--- src/rtl/vscale_htif_pcr_arbiter_pkg.sv ---
// Shared definitions for the HTIF PCR port arbiter: FSM encoding, widths
// and the read-only CSR region decode.
package vscale_htif_pcr_arbiter_pkg;

    localparam int CSR_ADDR_WIDTH = 12;
    localparam int HTIF_PCR_WIDTH = 64;

    localparam logic [1:0] CSR_RO_REGION = 2'b11;

    typedef enum logic [1:0] {
        ARB_IDLE = 2'd0,
        ARB_WAIT = 2'd1,
        ARB_RESP = 2'd2
    } arb_state_t;

    function automatic logic is_ro_write(input logic rw, input logic [1:0] region);
        return rw && (region == CSR_RO_REGION);
    endfunction

endpackage

--- src/rtl/vscale_rr_arbiter.sv ---
// Combinational round-robin picker: first set request at or above ptr,
// wrapping modulo NUM_REQ.
module vscale_rr_arbiter #(
    parameter int NUM_REQ = 2,
    parameter int IDX_W   = (NUM_REQ > 1) ? $clog2(NUM_REQ) : 1
) (
    input  logic [NUM_REQ-1:0] req,
    input  logic [IDX_W-1:0]   ptr,
    output logic [NUM_REQ-1:0] gnt,
    output logic [IDX_W-1:0]   gnt_idx,
    output logic               gnt_valid
);

    always_comb begin
        int j;
        logic [IDX_W-1:0] jj;
        gnt       = '0;
        gnt_idx   = '0;
        gnt_valid = 1'b0;
        j         = 0;
        jj        = '0;
        for (int k = 0; k < NUM_REQ; k++) begin
            j = int'(ptr) + k;
            if (j >= NUM_REQ) j = j - NUM_REQ;
            jj = IDX_W'(j);
            if (!gnt_valid && req[jj]) begin
                gnt_valid = 1'b1;
                gnt[jj]   = 1'b1;
                gnt_idx   = jj;
            end
        end
    end

endmodule

--- src/rtl/vscale_htif_pcr_arbiter.sv ---
// Shares the CSR file's HTIF PCR port between NUM_REQ requesters, one
// transaction at a time, rejecting writes to the read-only CSR region locally.
module vscale_htif_pcr_arbiter
    import vscale_htif_pcr_arbiter_pkg::*;
#(
    parameter int NUM_REQ    = 2,
    parameter int ADDR_WIDTH = CSR_ADDR_WIDTH,
    parameter int DATA_WIDTH = HTIF_PCR_WIDTH
) (
    input  logic                          clk,
    input  logic                          reset_n,
    input  logic [NUM_REQ-1:0]            req_valid,
    output logic [NUM_REQ-1:0]            req_ready,
    input  logic [NUM_REQ-1:0]            req_rw,
    input  logic [NUM_REQ*ADDR_WIDTH-1:0] req_addr,
    input  logic [NUM_REQ*DATA_WIDTH-1:0] req_data,
    output logic [NUM_REQ-1:0]            resp_valid,
    input  logic [NUM_REQ-1:0]            resp_ready,
    output logic [DATA_WIDTH-1:0]         resp_data,
    output logic                          resp_err,
    output logic                          pcr_req_valid,
    input  logic                          pcr_req_ready,
    output logic                          pcr_req_rw,
    output logic [ADDR_WIDTH-1:0]         pcr_req_addr,
    output logic [DATA_WIDTH-1:0]         pcr_req_data,
    input  logic                          pcr_resp_valid,
    output logic                          pcr_resp_ready,
    input  logic [DATA_WIDTH-1:0]         pcr_resp_data,
    output arb_state_t                    dbg_state,
    output logic [$clog2(NUM_REQ)-1:0]    dbg_rr_ptr
);

    localparam int IDX_W = $clog2(NUM_REQ);

    // Handshakes: a transfer happens on a clk edge where valid && ready are
    // both high; valid never waits on ready, ready may depend on valid.

    arb_state_t              state_q, state_d;
    logic [IDX_W-1:0]        rr_ptr_q, owner_q, gnt_idx, gnt_next;
    logic                    resp_err_q;
    logic [DATA_WIDTH-1:0]   resp_buf_q;
    logic [NUM_REQ-1:0]      gnt_oh;
    logic                    gnt_valid, idle_gnt, accept, accept_illegal;
    logic                    sel_rw, sel_illegal;
    logic [ADDR_WIDTH-1:0]   sel_addr;
    logic [DATA_WIDTH-1:0]   sel_data;

    vscale_rr_arbiter #(
        .NUM_REQ (NUM_REQ),
        .IDX_W   (IDX_W)
    ) u_rr (
        .req       (req_valid),
        .ptr       (rr_ptr_q),
        .gnt       (gnt_oh),
        .gnt_idx   (gnt_idx),
        .gnt_valid (gnt_valid)
    );

    assign sel_rw      = req_rw[gnt_idx];
    assign sel_addr    = req_addr[gnt_idx*ADDR_WIDTH +: ADDR_WIDTH];
    assign sel_data    = req_data[gnt_idx*DATA_WIDTH +: DATA_WIDTH];
    assign sel_illegal = is_ro_write(sel_rw, sel_addr[ADDR_WIDTH-1 -: 2]);
    assign idle_gnt    = reset_n && (state_q == ARB_IDLE) && gnt_valid;
    assign gnt_next    = (gnt_idx == IDX_W'(NUM_REQ - 1)) ? '0 : gnt_idx + IDX_W'(1);

    always_comb begin
        state_d        = state_q;
        req_ready      = '0;
        pcr_req_valid  = 1'b0;
        pcr_req_rw     = 1'b0;
        pcr_req_addr   = '0;
        pcr_req_data   = '0;
        accept         = 1'b0;
        accept_illegal = 1'b0;
        case (state_q)
            ARB_IDLE: begin
                if (idle_gnt) begin
                    if (sel_illegal) begin
                        req_ready      = gnt_oh;
                        accept_illegal = 1'b1;
                        state_d        = ARB_RESP;
                    end else begin
                        pcr_req_valid = 1'b1;
                        pcr_req_rw    = sel_rw;
                        pcr_req_addr  = sel_addr;
                        pcr_req_data  = sel_data;
                        if (pcr_req_ready) begin
                            req_ready = gnt_oh;
                            accept    = 1'b1;
                            state_d   = ARB_WAIT;
                        end
                    end
                end
            end
            ARB_WAIT: if (pcr_resp_valid) state_d = ARB_RESP;
            ARB_RESP: if (resp_ready[owner_q]) state_d = ARB_IDLE;
            default:  state_d = ARB_IDLE;
        endcase
    end

    // Responses are steered to the owner only; resp_ready of others is ignored.
    assign resp_valid     = (reset_n && state_q == ARB_RESP) ?
                            ({{(NUM_REQ-1){1'b0}}, 1'b1} << owner_q) : '0;
    assign resp_data      = resp_buf_q;
    assign resp_err       = resp_err_q;
    assign pcr_resp_ready = !reset_n || (state_q == ARB_WAIT);
    assign dbg_state      = state_q;
    assign dbg_rr_ptr     = rr_ptr_q;

    always_ff @(posedge clk) begin
        if (!reset_n) begin
            state_q    <= ARB_IDLE;
            rr_ptr_q   <= '0;
            owner_q    <= '0;
            resp_err_q <= 1'b0;
            resp_buf_q <= '0;
        end else begin
            state_q <= state_d;
            if (accept || accept_illegal) begin
                rr_ptr_q   <= gnt_next;
                owner_q    <= gnt_idx;
                resp_err_q <= accept_illegal;
            end
            if (accept_illegal) begin
                resp_buf_q <= '0;
            end else if (state_q == ARB_WAIT && pcr_resp_valid) begin
                resp_buf_q <= pcr_resp_data;
            end
        end
    end

endmodule

--- config.mk ---
export PLATFORM = sky130hd
export DESIGN_NAME = vscale_htif_pcr_arbiter
export DESIGN_NICKNAME = d
export VERILOG_FILES = /design/src/rtl/vscale_htif_pcr_arbiter_pkg.sv /design/src/rtl/vscale_rr_arbiter.sv /design/src/rtl/vscale_htif_pcr_arbiter.sv
export SDC_FILE = /design/constraint.sdc
export NUM_CORES = 1
export LEC_CHECK = 0
export BUFFER_PORTS_ARGS = -buffer_cell sky130_fd_sc_hd__buf_2
export CAP_MARGIN = 20
export CORE_AREA = 2 2 146 148
export DETAILED_ROUTE_END_ITERATION = 8
export DIE_AREA = 0 0 148 150
export HOLD_SLACK_MARGIN = 0.08
export PLACE_DENSITY = 0.49
export RECOVER_POWER = 25
export SYNTH_ARGS = -nofsm -noshare
export SYNTH_HDL_FRONTEND = slang
export SYNTH_SLANG_ARGS = --single-unit
--- constraint.sdc ---
create_clock -name clk -period 2 [get_ports clk]
set_input_delay 0.1 -clock clk [delete_from_list [all_inputs] [get_ports clk]]
set_output_delay 0.1 -clock clk [all_outputs]
set_load 0.03 [all_outputs]
-- Word-level counts from Yosys, hierarchy flattened
Index checks and enable logic that the tools add are counted.
- $mul: 1
- reduce and logical (&&, ||, !) cells: 15
- shift-type cells: 3
- equality and inequality tests: 7
- $lt $le $gt $ge: 8
- multiplexer cells: 51
- add/sub/neg operators: 4
- bitwise logic cells: 2
- div/mod/pow operators: 0
- operator list (operator ; count):
    two-way mux 64 bit ; 3
    variable part select 128 x 8 -> 64 bit ; 1
    two-way mux 12 bit ; 3
    two-way mux 1 bit ; 30
    two-way mux 2 bit ; 12
    variable part select 24 x 6 -> 12 bit ; 1
    logical AND 1 bit ; 8
    < comparator 1 x 2 -> 1 bit (second input constant) ; 4
    inequality test 2 bit (second input constant) ; 3
    one-hot mux 2 bit (3 select lines) ; 1
    equality test 2 bit (second input constant) ; 2
    AND reduction 4 bit ; 1
    multiplier 1 x 2 -> 3 bit (second input constant) ; 1
    inequality test 3 bit (second input constant) ; 1
    adder 1 x 1 -> 2 bit (second input constant) ; 1
    demux 1 bit (select 1 bit) ; 2
    equality test 2 x 1 -> 1 bit (second input constant) ; 1
    >= comparator 1 bit (second input constant) ; 2
    >= comparator 1 x 2 -> 1 bit (second input constant) ; 1
    >= comparator 2 bit (second input constant) ; 1
    logical NOT 1 bit ; 2
    logical NOT 2 bit ; 1
    logical OR 1 bit ; 2
    OR 2 bit ; 1
    other kinds (5) ; 6
- output and inout port bits: 151
- word-level logic and storage cells: 96
- memories kept: 0
- bits in read-only memories: 0
- latch bits: 0
- register bits after elaboration: 69
- input bits: 226
- RAM bits: 0

-- Longest topological paths before layout
Gate-level depths: netlist (run 1).
- depth after elaboration: 16
- depth in mapped cells: 7

-- Hierarchy
From an unflattened synthesis (run 1), not the netlist that was laid out.
- cells, all modules: 447
- area total of the unflattened synthesis: 3972.6 sq um
- by module, submodules not included (module ; cells each ; area each (sq um) ; seq. area each (sq um) ; times used):
    vscale_htif_pcr_arbiter ; 442 ; 3940.0 ; 1381.3 ; 1
    vscale_rr_arbiter ; 5 ; 32.5 ; 0.0 ; 1

-- Worst setup path before layout (run 1)
Ideal clock, no wire load.
- path type: register -> register
- start: reg state_q[0] (netlist: dbg_state[0])
- end: reg rr_ptr_q (netlist: dbg_rr_ptr)
- cell stages (with the launch flop): 5
- period minus slack after synthesis: 2.282 ns
- data arrival time: 2.167 ns
- path buffers: 0
- library setup time: 0.115 ns
- slack: -0.282 ns
- path through: dfxtp_1 or3b_1 nor4_1 nor2_1 o21a_1
- longest elaborated chain between the ends: 6
- elaborated cells on any way between the ends: 8
- those cells by class: 4 x mux; 4 x reduce/logical
- ends and longest elaborated chain (element ; RTL line ; RTL):
    from (decl) ; vscale_htif_pcr_arbiter.sv:38 ; arb_state_t state_q, state_d;
    from (signal assigned) ; vscale_htif_pcr_arbiter.sv:118 ; state_q <= state_d;
    logical NOT 2 bit (*) ; vscale_htif_pcr_arbiter.sv:63, vscale_htif_pcr_arbiter.sv:75 ;
    logical AND 1 bit (2 in series) ; vscale_htif_pcr_arbiter.sv:63 ; assign idle_gnt = reset_n && (state_q == ARB_IDLE) && gnt_valid;
    two-way mux 1 bit ; vscale_htif_pcr_arbiter.sv:77 ; if (idle_gnt) begin
    two-way mux 1 bit ; vscale_htif_pcr_arbiter.sv:75 ; case (state_q)
    logical OR 1 bit (*) ; vscale_htif_pcr_arbiter.sv:119 ; if (accept || accept_illegal) begin
    to (signal assigned) ; vscale_htif_pcr_arbiter.sv:120 ; rr_ptr_q <= gnt_next;
    to (decl) ; vscale_htif_pcr_arbiter.sv:39 ; logic [IDX_W-1:0] rr_ptr_q, owner_q, gnt_idx, gnt_next;
Every way passes the cells marked *; elsewhere a longest branch is shown, timed or not.
A chain may end at the register's enable or synchronous reset.

-- Worst setup path in the final report (run 1)
- start: reg state_q[0] (netlist: dbg_state[0])
- end: out pcr_req_data[21]
- longest elaborated chain between the ends: 5
- ends and longest elaborated chain (element ; RTL line ; RTL):
    logical NOT 2 bit (*) ; vscale_htif_pcr_arbiter.sv:63, vscale_htif_pcr_arbiter.sv:75 ;
    logical AND 1 bit (2 in series) ; vscale_htif_pcr_arbiter.sv:63 ;
    two-way mux 64 bit ; vscale_htif_pcr_arbiter.sv:77 ;
    two-way mux 64 bit (*) ; vscale_htif_pcr_arbiter.sv:75 ;
    to (decl) ; vscale_htif_pcr_arbiter.sv:25 ; output logic [DATA_WIDTH-1:0] pcr_req_data,
Marked as above.

==> impl_metrics.tcl, run 1 <==
set metrics [dict create \
    p_clk_frac 0.347 \
    cts_tree "built" \
    port_buffers 376 \
    synthCells 516 \
    synth_edf_count 0 \
    hp-start "pcr_resp_valid" \
    antenna_left 0 \
    period_minus_slack_ns 2.062 \
    cp_data_required_time_ns 1.90 \
    initial_utilization 0.1840 \
    status "finished with violations" \
    wirelength_um 19940 \
    timing.rr.end "resp_data[36]$_SDFFE_PP0P_" \
    cts_buffers 9 \
    chipHeight_um 150 \
    rows 53 \
    path_clk_slew_ns 0.06 \
    route.detailed.drc 0 \
    pre_cts_ws_ns 0.1749 \
    crit_type "reg -> out" \
    grt_pass1_wl_um 27510 \
    synth-warning-count 0 \
    seqPwrFrac 0.300 \
    p_leak_nw 4.090 \
    instances_no_fill 1239 \
    die_area_mm2 0.02220 \
    layout_commonest_cell "buf_2" \
    vias_per_cell 4.386 \
    intPower_mw 3.177 \
    async_reset_ff_frac 0 \
    p_sw_mw 1.577 \
    grt-ovfl-total 0 \
    finalClockSkew_ns 0.009024 \
    finalSetupViolations 40 \
    dpl.cell_count 1146 \
    syn_to_final_growth_pct 113.1 \
    clock-root-buffer "clkbuf_16" \
    clock.fmax_mhz 484.9 \
    seq_area_frac_synth 0.3628 \
    power_density_mw_per_mm2 586.0 \
    ys_ff_latch 69 \
    nets 1181 \
    syn-cell-area_mm2 0.003807 \
    mostFrequentLayoutCells "buf_2, nand2_1, buf_6, dfxtp_1, mux2i_1" \
    critPathCaptureType "output pin" \
    cpMaxStageDelayCell "or3b_4" \
    syn_nets 742 \
    violations "negative setup slack" \
    htree_levels 3 \
    critPathLaunch "dbg_state[0]$_SDFFE_PN0P_" \
    critPathArrivalTime_ns 1.96 \
    ios 377 \
    clock_sinks 69 \
    finalWeightedCongestion 0.7406 \
    p_comb_frac 0.352 \
    nFillCells 2119 \
    grt_setup_unrepaired "yes" \
    endpoint "pcr_req_data[21]" \
    avgSynthCellArea_um2 7.379 \
    grt_pass1_vias 5221 \
    dp.final_hpwl_um 13160 \
    r2r_slack_ns 0.20 \
    vdd_drop_max_v 0.0003545 \
    drv_slew 0 \
    maxCapViolCount 0 \
    vias 5434 \
    cp_slowest_stage_delay_ns 0.40 \
    setup_ws_ns -0.06220 \
    clockBufferDepth 2 \
    synth-main-ff-cell "dfxtp_1" \
    synth.distinct_cells 32 \
    slew_headroom 0.7079 \
    hp-class "in -> reg" \
    worstMarginPinSlew_ns 0.4400 \
    dr.pass1.iters 4 \
    wl_per_cell_um 16.09 \
    startpoint_type "register" \
    finalCritPeriodShare 1.031 \
    finalHoldViolCount 0 \
    reg2reg_depth 6 \
    reg2reg_from "dbg_state[0]$_SDFFE_PN0P_" \
    antenna_found_initial 4 \
    clock_latency_ns 0.33 \
    cp_max_fo 10 \
    grtUsageTotal 0.1578 \
    die-width_um 148 \
    swShare 0.3318 \
    core-area_mm2 0.02069 \
    crit_path_cell_trace "or3b_4, nor2_4, nand3_4, buf_12, buf_6, a21oi_1, buf_4" \
    drt_iter0_markers 239 \
    layout-drive-gt1-share 0.4948 \
    grt_max_degree 64 \
]
layer usage:
| layer | vias up | share of wire | global-route usage |
|---|---|---|---|
| met5 | - | 0.00040 | 0 |
| met4 | 2 | 0.030 | 0.06810 |
| met3 | 38 | 0.064 | 0.04421 |
| met2 | 213 | 0.51 | 0.2736 |
| met1 | 2530 | 0.40 | 0.1819 |
| li1 | 2651 | - | - |
stage by stage:
stage / power (mW) / TNS [ns] / hold WS, ns / util / cell area, um^2
5_1_grt: 4.988 / -5.898 / 0.08591 / 0.3920 / 8110
6_report: 4.754 / -0.6669 / 0.09236 / 0.3921 / 8113
3_5_place_dp: 2.636 / 0 / 0.3916 / 0.2946 / 6095
4_1_cts: 4.709 / -3.466 / 0.08475 / 0.3784 / 7830
3_3_place_gp: 2.641 / 0 / 0.3808 / 0.2946 / 6095
2_1_floorplan: 2.131 / -1.283 / 0.2175 / - / 3814
sequential cells by signal, summed over array words and instances (netlist names):
name	count
dbg_rr_ptr	1
dbg_state	2
owner_q	1
resp_data	64
resp_err	1
Yosys cell counts (3+ instances only):
cell type | instances | area share
nor3_1 | 65 | 0.085
o21a_1 | 3 | 0.0059
buf_4 | 4 | 0.0079
buf_6 | 4 | 0.012
clkbuf_1 | 21 | 0.021
a21oi_1 | 79 | 0.10
nand2_1 | 157 | 0.15
nor2_1 | 4 | 0.0039
mux2i_1 | 65 | 0.17
inv_1 | 4 | 0.0039
buf_2 | 16 | 0.021
a31oi_1 | 3 | 0.0049
dfxtp_1 | 69 | 0.36
cells by family after synthesis:
group | synth area share
AO/OA/AOI/OAI | 0.1265
AND/OR/NAND/NOR | 0.2724
multiplexers | 0.1709
buffers and inverters | 0.06737
flip-flops | 0.3628
critical path, delay by kind of cell (launching register included):
family                 cells  cell delay [ns]
buffers and inverters      3             0.50
and+or+nand+nor            3             0.66
AOI/OAI and AO/OA          1             0.14
DFF                        1             0.32
power groups by stage:
stage | sequential, mW | combinational, mW | clock, mW
2_1_floorplan | 1.52 | 0.609 | 0
3_3_place_gp | 1.46 | 1.18 | 0
3_5_place_dp | 1.46 | 1.18 | 0
4_1_cts | 1.43 | 1.57 | 1.71
5_1_grt | 1.43 | 1.78 | 1.78
6_report | 1.43 | 1.67 | 1.65
layout make-up:
cell class	count	area [um^2]	area share
Timing Repair Buffer	474	3418	0.4213
Multi-Input combinational cell	396	2626	0.3237
Sequential cell	69	1384	0.1706
Tap cell	275	344.1	0.04241
Clock buffer	10	239.0	0.02946
Clock inverter	6	70.07	0.008637
Inverter	5	21.27	0.002622
Antenna cell	4	10.01	0.001234
what timing repair did:
action / CTS / global route
setup buffers: 3 / 1
resized for setup: 182 / 70
pin swaps: 2 / 2
endpoints found under the setup margin: 77 / 80
endpoints found under the hold margin: 63 / 0
cloned: 5 / 1
hold buffers: 63 / 0
worst min path at each step:
stage | to | slack, ns | cells past startpoint
3_5_place_dp | resp_data[35]$_SDFFE_PP0P_ | 0.39 | 3
4_1_cts | dbg_state[0]$_SDFFE_PN0P_ | 0.08 | 3
3_3_place_gp | resp_data[16]$_SDFFE_PP0P_ | 0.38 | 3
2_1_floorplan | dbg_state[1]$_SDFFE_PN0P_ | 0.22 | 1
5_1_grt | dbg_state[0]$_SDFFE_PN0P_ | 0.09 | 3
6_report | dbg_state[0]$_SDFFE_PN0P_ | 0.09 | 3
Note: power is estimated with default switching activity, not from simulation.
==> run 2, diff against run 1 <==
--- a/config.mk
+++ b/config.mk
@@ -13,6 +13,7 @@
 export HOLD_SLACK_MARGIN = 0.08
 export PLACE_DENSITY = 0.49
 export RECOVER_POWER = 25
+export REMOVE_ABC_BUFFERS = 1
 export SYNTH_ARGS = -nofsm -noshare
 export SYNTH_HDL_FRONTEND = slang
 export SYNTH_SLANG_ARGS = --single-unit
==> run 2 against run 1 <==
Compared with the run above: the flow still finishes with violations (negative setup slack); die area stayed put; hold slack got worse by 0.0076 ns; register-to-register slack about the same; critical path depth stayed put; utilization down 1.2 points; critical endpoint is now pcr_req_data[40]; highest routed layer is now met4.
==> impl_metrics.tcl, run 2 (synthesis results as in run 1) <==
set metrics [dict create \
    drv_slew 0 \
    pre_cts_ws_ns 0.1299 \
    finalSetupViolations 51 \
    cp_max_fo 9 \
    status "finished with violations" \
    vias 5462 \
    crit_path_cell_trace "or3b_4, nor2_4, nand3_4, buf_12, buf_4, a21oi_4, buf_6" \
    instances_no_fill 1234 \
    grt_pass1_wl_um 28480 \
    initial_utilization 0.1840 \
    clock-root-buffer "clkbuf_16" \
    ios 377 \
    route.detailed.drc 0 \
    clock_latency_ns 0.34 \
    cts_tree "built" \
    grt_pass1_vias 5299 \
    clock_sinks 69 \
    r2r_slack_ns 0.21 \
    critPathArrivalTime_ns 1.98 \
    reg2reg_depth 6 \
    critPathCaptureType "output pin" \
    worstMarginPinSlew_ns 0.5526 \
    period_minus_slack_ns 2.081 \
    cp_slowest_stage_delay_ns 0.41 \
    dp.final_hpwl_um 13990 \
    p_leak_nw 4.021 \
    finalCritPeriodShare 1.041 \
    startpoint_type "register" \
    maxCapViolCount 0 \
    dr.pass1.iters 4 \
    clock.fmax_mhz 480.4 \
    timing.rr.end "resp_data[38]$_SDFFE_PP0P_" \
    dpl.cell_count 1141 \
    die_area_mm2 0.02220 \
    largest_register_ff_count 64 \
    finalWeightedCongestion 0.8142 \
    violations "negative setup slack" \
    worst_hold_path.endpoint "resp_data[29]$_SDFFE_PP0P_" \
    grt-ovfl-total 0 \
    setup_ws_ns -0.08143 \
    drt_iter0_markers 160 \
    antenna_left 0 \
    reg2reg_from "dbg_rr_ptr$_SDFFE_PN0P_" \
    wirelength_um 19880 \
    cp_data_required_time_ns 1.90 \
    finalHoldViolCount 0 \
    grtUsageTotal 0.1638 \
    layout_commonest_cell "buf_2" \
    crit_type "reg -> out" \
    antenna_found_initial 6 \
    vias_per_cell 4.426 \
    chipHeight_um 150 \
    path_clk_slew_ns 0.06 \
    dpl_cell_area_mm2 0.006101 \
    wl_per_cell_um 16.11 \
    hp-class "in -> reg" \
    worst-path-buf-inv 3 \
    cts_buffers 9 \
    vdd_drop_max_v 0.0004997 \
    power_density_mw_per_mm2 573.0 \
    syn_to_final_growth_pct 106.5 \
    core-area_mm2 0.02069 \
    hp-start "pcr_resp_data[29]" \
    mostFrequentLayoutCells "buf_2, nand2_1, dfxtp_1, nor3_1, mux2i_1" \
    min_path_cells 3 \
    die-width_um 148 \
    port_buffers 376 \
    finalClockSkew_ns 0.006294 \
    cpMaxStageDelayCell "or3b_4" \
    nets 1174 \
    design_area_mm2 0.007863 \
    clockBufferDepth 2 \
    rows 53 \
    grt_setup_unrepaired "yes" \
    htree_levels 3 \
    layout-drive-gt1-share 0.4711 \
    grt_max_degree 61 \
    slew_headroom 0.6282 \
    nFillCells 2150 \
    fin_tns_setup_ns -1.266 \
    crit_family "simple AND/OR/NAND/NOR gates" \
]
==> run 2: cell types whose count changed in the layout (fill, tap and decap cells not counted), sizes merged <==
cell	before	now
buf	374	362
clkbuf	46	49
clkinvlp	0	3
diode	4	6
bufbuf	1	2
bufinv	1	0
clkinv	3	2
==> run 2: worst max path at each step <==
stage	from	end	slack, ns	depth (start not counted)
floorplan	dbg_rr_ptr$_SDFFE_PN0P_	pcr_req_rw	-1.81	4
finish	dbg_state[1]$_SDFFE_PN0P_	pcr_req_data[40]	-0.08	7
CTS	dbg_state[0]$_SDFFE_PN0P_	pcr_req_data[2]	-0.11	7
global placement	dbg_state[0]$_SDFFE_PN0P_	pcr_req_data[0]	0.16	7
global route	dbg_state[1]$_SDFFE_PN0P_	pcr_req_addr[9]	-0.13	6
detailed placement	dbg_rr_ptr$_SDFFE_PN0P_	pcr_req_data[4]	0.13	7
==> run 2: final cells by class <==
| cell class | count | area [um^2] | share of cell area |
|---|---|---|---|
| Timing Repair Buffer | 467 | 3317 | 0.4219 |
| Clock inverter | 7 | 50.05 | 0.006365 |
| Antenna cell | 6 | 15.01 | 0.001910 |
| Inverter | 5 | 18.77 | 0.002387 |
| Sequential cell | 69 | 1384 | 0.1760 |
| Clock buffer | 9 | 225.2 | 0.02864 |
| Multi-Input combinational cell | 396 | 2509 | 0.3191 |
| Tap cell | 275 | 344.1 | 0.04376 |
==> run 2: worst min-delay path: cells and delay by family <==
kind,cells,cell delay (ns)
buffers and inverters,1,0.09
muxes,1,0.06
and+or+nand+nor,1,0.12
==> run 2: power breakdown <==
part / internal, mW / switching [mW] / leakage [nW]
clock network: 0.842 / 0.640 / 0.128
registers: 1.41 / 0.0201 / 0.559
logic: 0.714 / 0.880 / 3.33
==> run 2: metrics by stage <==
step / utilization / hold slack (ns) / total power [mW]
after CTS: 0.3635 / 0.08205 / 4.428
after detailed placement: 0.2949 / 0.3902 / 2.646
final: 0.3800 / 0.08479 / 4.506
after floorplan: - / 0.2176 / 2.112
after global placement: 0.2949 / 0.3771 / 2.644
after global routing: 0.3800 / 0.1194 / 4.733
==> run 2: metal layers <==
| layer | track usage | routed length, um |
|---|---|---|
| met1 | 0.1831 | 7486 |
| met2 | 0.2924 | 10260 |
| met3 | 0.04268 | 1525 |
| met4 | 0.07286 | 611 |
| met5 | 0 | 0 |
==> run 2: repair_timing <==
action	4_1_cts	5_1_grt
resized for setup	136	75
endpoints found under the hold margin	63	0
setup buffers	2	1
endpoints found under the setup margin	77	78
cloned	2	3
hold buffers	63	0
pin swaps	3	3
==> run 3, diff against run 2 <==
--- a/config.mk
+++ b/config.mk
@@ -5,13 +5,14 @@
 export SDC_FILE = /design/constraint.sdc
 export NUM_CORES = 1
 export LEC_CHECK = 0
+export ABC_AREA = 1
 export BUFFER_PORTS_ARGS = -buffer_cell sky130_fd_sc_hd__buf_2
 export CAP_MARGIN = 20
 export CORE_AREA = 2 2 146 148
 export DETAILED_ROUTE_END_ITERATION = 8
 export DIE_AREA = 0 0 148 150
 export HOLD_SLACK_MARGIN = 0.08
-export PLACE_DENSITY = 0.49
+export PLACE_DENSITY = 0.45
 export RECOVER_POWER = 25
 export REMOVE_ABC_BUFFERS = 1
 export SYNTH_ARGS = -nofsm -noshare
==> run 3 against run 2 <==
Compared with the run above: the run still ends with negative setup slack left; sequential share of layout area shrank 1.1 points; sequential power is essentially flat; hold slack gained 0.013 ns; routed wire length grew 17%; via count grew 12%; clock-buffer cell count is the same; cell area grew 7.1%; synthesized cell count grew 18%; critical path depth grew 3; critical endpoint is now pcr_req_addr[4]; largest cell class unchanged; largest power group unchanged; highest routed layer unchanged.
==> impl_metrics.tcl, run 3 <==
set metrics [dict create \
    dr.pass1.iters 5 \
    die-width_um 148 \
    p_leak_nw 3.687 \
    path_clk_slew_ns 0.06 \
    largest_register_ff_count 64 \
    fin_tns_setup_ns -0.01336 \
    finalWeightedCongestion 0.8691 \
    violations "negative setup slack" \
    worstMarginPinSlew_ns 0.4568 \
    syn_to_final_growth_pct 113.7 \
    endpoint "pcr_req_addr[4]" \
    synth_common_cells "nand2_1, a21oi_1, dfxtp_1" \
    synth_mux_area_frac 0 \
    synthSimpleGateAreaFrac 0.3565 \
    power_density_mw_per_mm2 591.8 \
    synthAdderAreaFrac 0 \
    synth_area_leaders "dfxtp_1, nand2_1, a21oi_1, nand4_1, a21oi_2" \
    cp_max_fo 6 \
    maxCapViolCount 0 \
    cpMaxStageDelayCell "dfxtp_4" \
    port_buffers 376 \
    antenna_found_initial 1 \
    cp_data_required_time_ns 1.90 \
    synth_edf_count 0 \
    htree_levels 3 \
    cp.depth 10 \
    synth-warning-count 0 \
    wirelength_um 23330 \
    critPathLaunch "dbg_rr_ptr$_SDFFE_PN0P_" \
    clock_sinks 69 \
    clock_latency_ns 0.34 \
    chipHeight_um 150 \
    mostFrequentLayoutCells "buf_2, nand2_1, a21oi_1, dfxtp_1, dlygate4sd3_1" \
    rows 53 \
    layout_commonest_cell "buf_2" \
    crit_family "simple AND/OR/NAND/NOR gates" \
    clock.fmax_mhz 498.6 \
    vdd_drop_max_v 0.0004789 \
    avgSynthCellArea_um2 6.472 \
    grt-ovfl-total 0 \
    drv_slew 0 \
    yosysTopAreaCell "dfxtp_1" \
    ios 377 \
    hp-class "in -> reg" \
    nets 1269 \
    total_power_mw 4.983 \
    finalClockSkew_ns 0.004190 \
    crit_type "reg -> out" \
    period_minus_slack_ns 2.006 \
    finalSetupViolations 4 \
    crit_path_cell_trace "inv_2, nand2_4, nand2_4, nand2_4, nand2_4, nand3_4, nand2_8, buf_16, a21oi_4, buf_6" \
    drt_iter0_markers 240 \
    cts_tree "built" \
    initial_utilization 0.1905 \
    status "finished with violations" \
    startpoint_type "register" \
    layout-drive-gt1-share 0.4733 \
    synth.distinct_cells 17 \
    finalCritPeriodShare 1.003 \
    ys_ff_latch 69 \
    wl_per_cell_um 17.62 \
    grt_pass1_wl_um 31600 \
    cp_common_cell "nand2_4" \
    syn-cell-area_mm2 0.003941 \
    vias_per_cell 4.610 \
    grt_max_degree 75 \
    antenna_left 0 \
    seq_area_frac_synth 0.3505 \
    grt_setup_unrepaired "yes" \
    yosysTopAreaCellShare 0.3505 \
    dp.final_hpwl_um 15250 \
    worst-path-buf-inv 3 \
    grt_pass1_vias 5629 \
    synthCells 609 \
    synth-xor-area-share 0 \
    cts_buffers 9 \
    clock-root-buffer "clkbuf_16" \
    reg2reg_depth 11 \
    synth_top_family_by_area "simple AND/OR/NAND/NOR gates" \
    setup_ws_ns -0.005523 \
    route.detailed.drc 0 \
    slew_headroom 0.6968 \
    r2r_slack_ns 0.28 \
    grtUsageTotal 0.1819 \
    finalHoldViolCount 0 \
    vias 6104 \
    die_area_mm2 0.02220 \
    cp_slowest_stage_delay_ns 0.36 \
    clockBufferDepth 2 \
    yosysMostFrequentCell "nand2_1" \
    synth_compound_area_frac 0.2156 \
    timing.rr.end "resp_data[13]$_SDFFE_PP0P_" \
    core-area_mm2 0.02069 \
    reg2reg_from "dbg_rr_ptr$_SDFFE_PN0P_" \
    synth-main-ff-cell "dfxtp_1" \
    critPathArrivalTime_ns 1.91 \
    async_reset_ff_frac 0 \
    critPathCaptureType "output pin" \
]
run 3: cell count changes after synthesis, moves of 28 or more:
cell	previous run	this run
nand2_1	157	237
mux2i_1	65	0
nor3_1	65	0
nand4_1	1	64
a21oi_1	79	118
a21oi_2	1	29
run 3: tightest hold or removal path: stages:
cell     delay, ns
buf_2         0.16
nand2_1       0.10
nor2_1        0.04
run 3: routing by layer:
metal / track usage / wire length (um)
met5: 0 / 0
met4: 0.05952 / 640
met3: 0.05823 / 2024
met2: 0.3056 / 11290
met1: 0.2203 / 9374
run 3: timing repair:
action	4_1_cts	5_1_grt
pin swaps	1	11
endpoints found under the hold margin	65	0
buffers inserted	2	7
hold buffers	65	0
endpoints found under the setup margin	78	78
gates resized for setup	78	187
cloned	3	12
run 3: metrics by stage:
stage / area (um^2) / hold WS, ns / worst slack, ns / instances / utilization
after floorplan: 3677 / 0.2227 / -2.498 / 551 / -
after global placement: 6127 / 0.3837 / 0.1443 / 1218 / 0.2961
after detailed placement: 6127 / 0.3830 / 0.1294 / 1218 / 0.2961
after CTS: 7402 / 0.09450 / -0.002720 / 1304 / 0.3578
after global routing: 8421 / 0.1166 / -0.1153 / 1324 / 0.4070
final: 8421 / 0.09821 / -0.005523 / 1324 / 0.4070
run 3: cells by family after synthesis:
| family | after synthesis |
|---|---|
| compound gates | 148 |
| buf+inv | 69 |
| flops | 69 |
| simple gates | 323 |
run 3: how the worst min path moves through the flow:
stage	startpoint	end	slack [ns]	cells past startpoint
floorplan	reset_n	dbg_rr_ptr$_SDFFE_PN0P_	0.22	2
global placement	pcr_resp_data[57]	resp_data[57]$_SDFFE_PP0P_	0.38	3
detailed placement	pcr_resp_data[49]	resp_data[49]$_SDFFE_PP0P_	0.38	3
CTS	reset_n	dbg_rr_ptr$_SDFFE_PN0P_	0.09	3
global route	reset_n	dbg_rr_ptr$_SDFFE_PN0P_	0.12	3
finish	reset_n	dbg_rr_ptr$_SDFFE_PN0P_	0.1	3
run 3: area by class of cell:
class / instances / area [um^2]
inverters: 11 / 46.29
flip-flops and latches: 69 / 1386
clock buffers: 9 / 225.2
multi-input cells: 473 / 2859
fillers: 2112 / 12270
diodes: 1 / 2.502
well taps: 275 / 344.1
clock inverters: 7 / 73.82
repair buffers: 479 / 3483
run 3: power by group:
group          switching (mW)  internal, mW  leakage, nW  total (mW)
registers              0.0217          1.41        0.559        1.43
clock network           0.647         0.971        0.146        1.62
logic                    1.11         0.824         2.98        1.93
total                    1.78          3.20         3.69        4.98
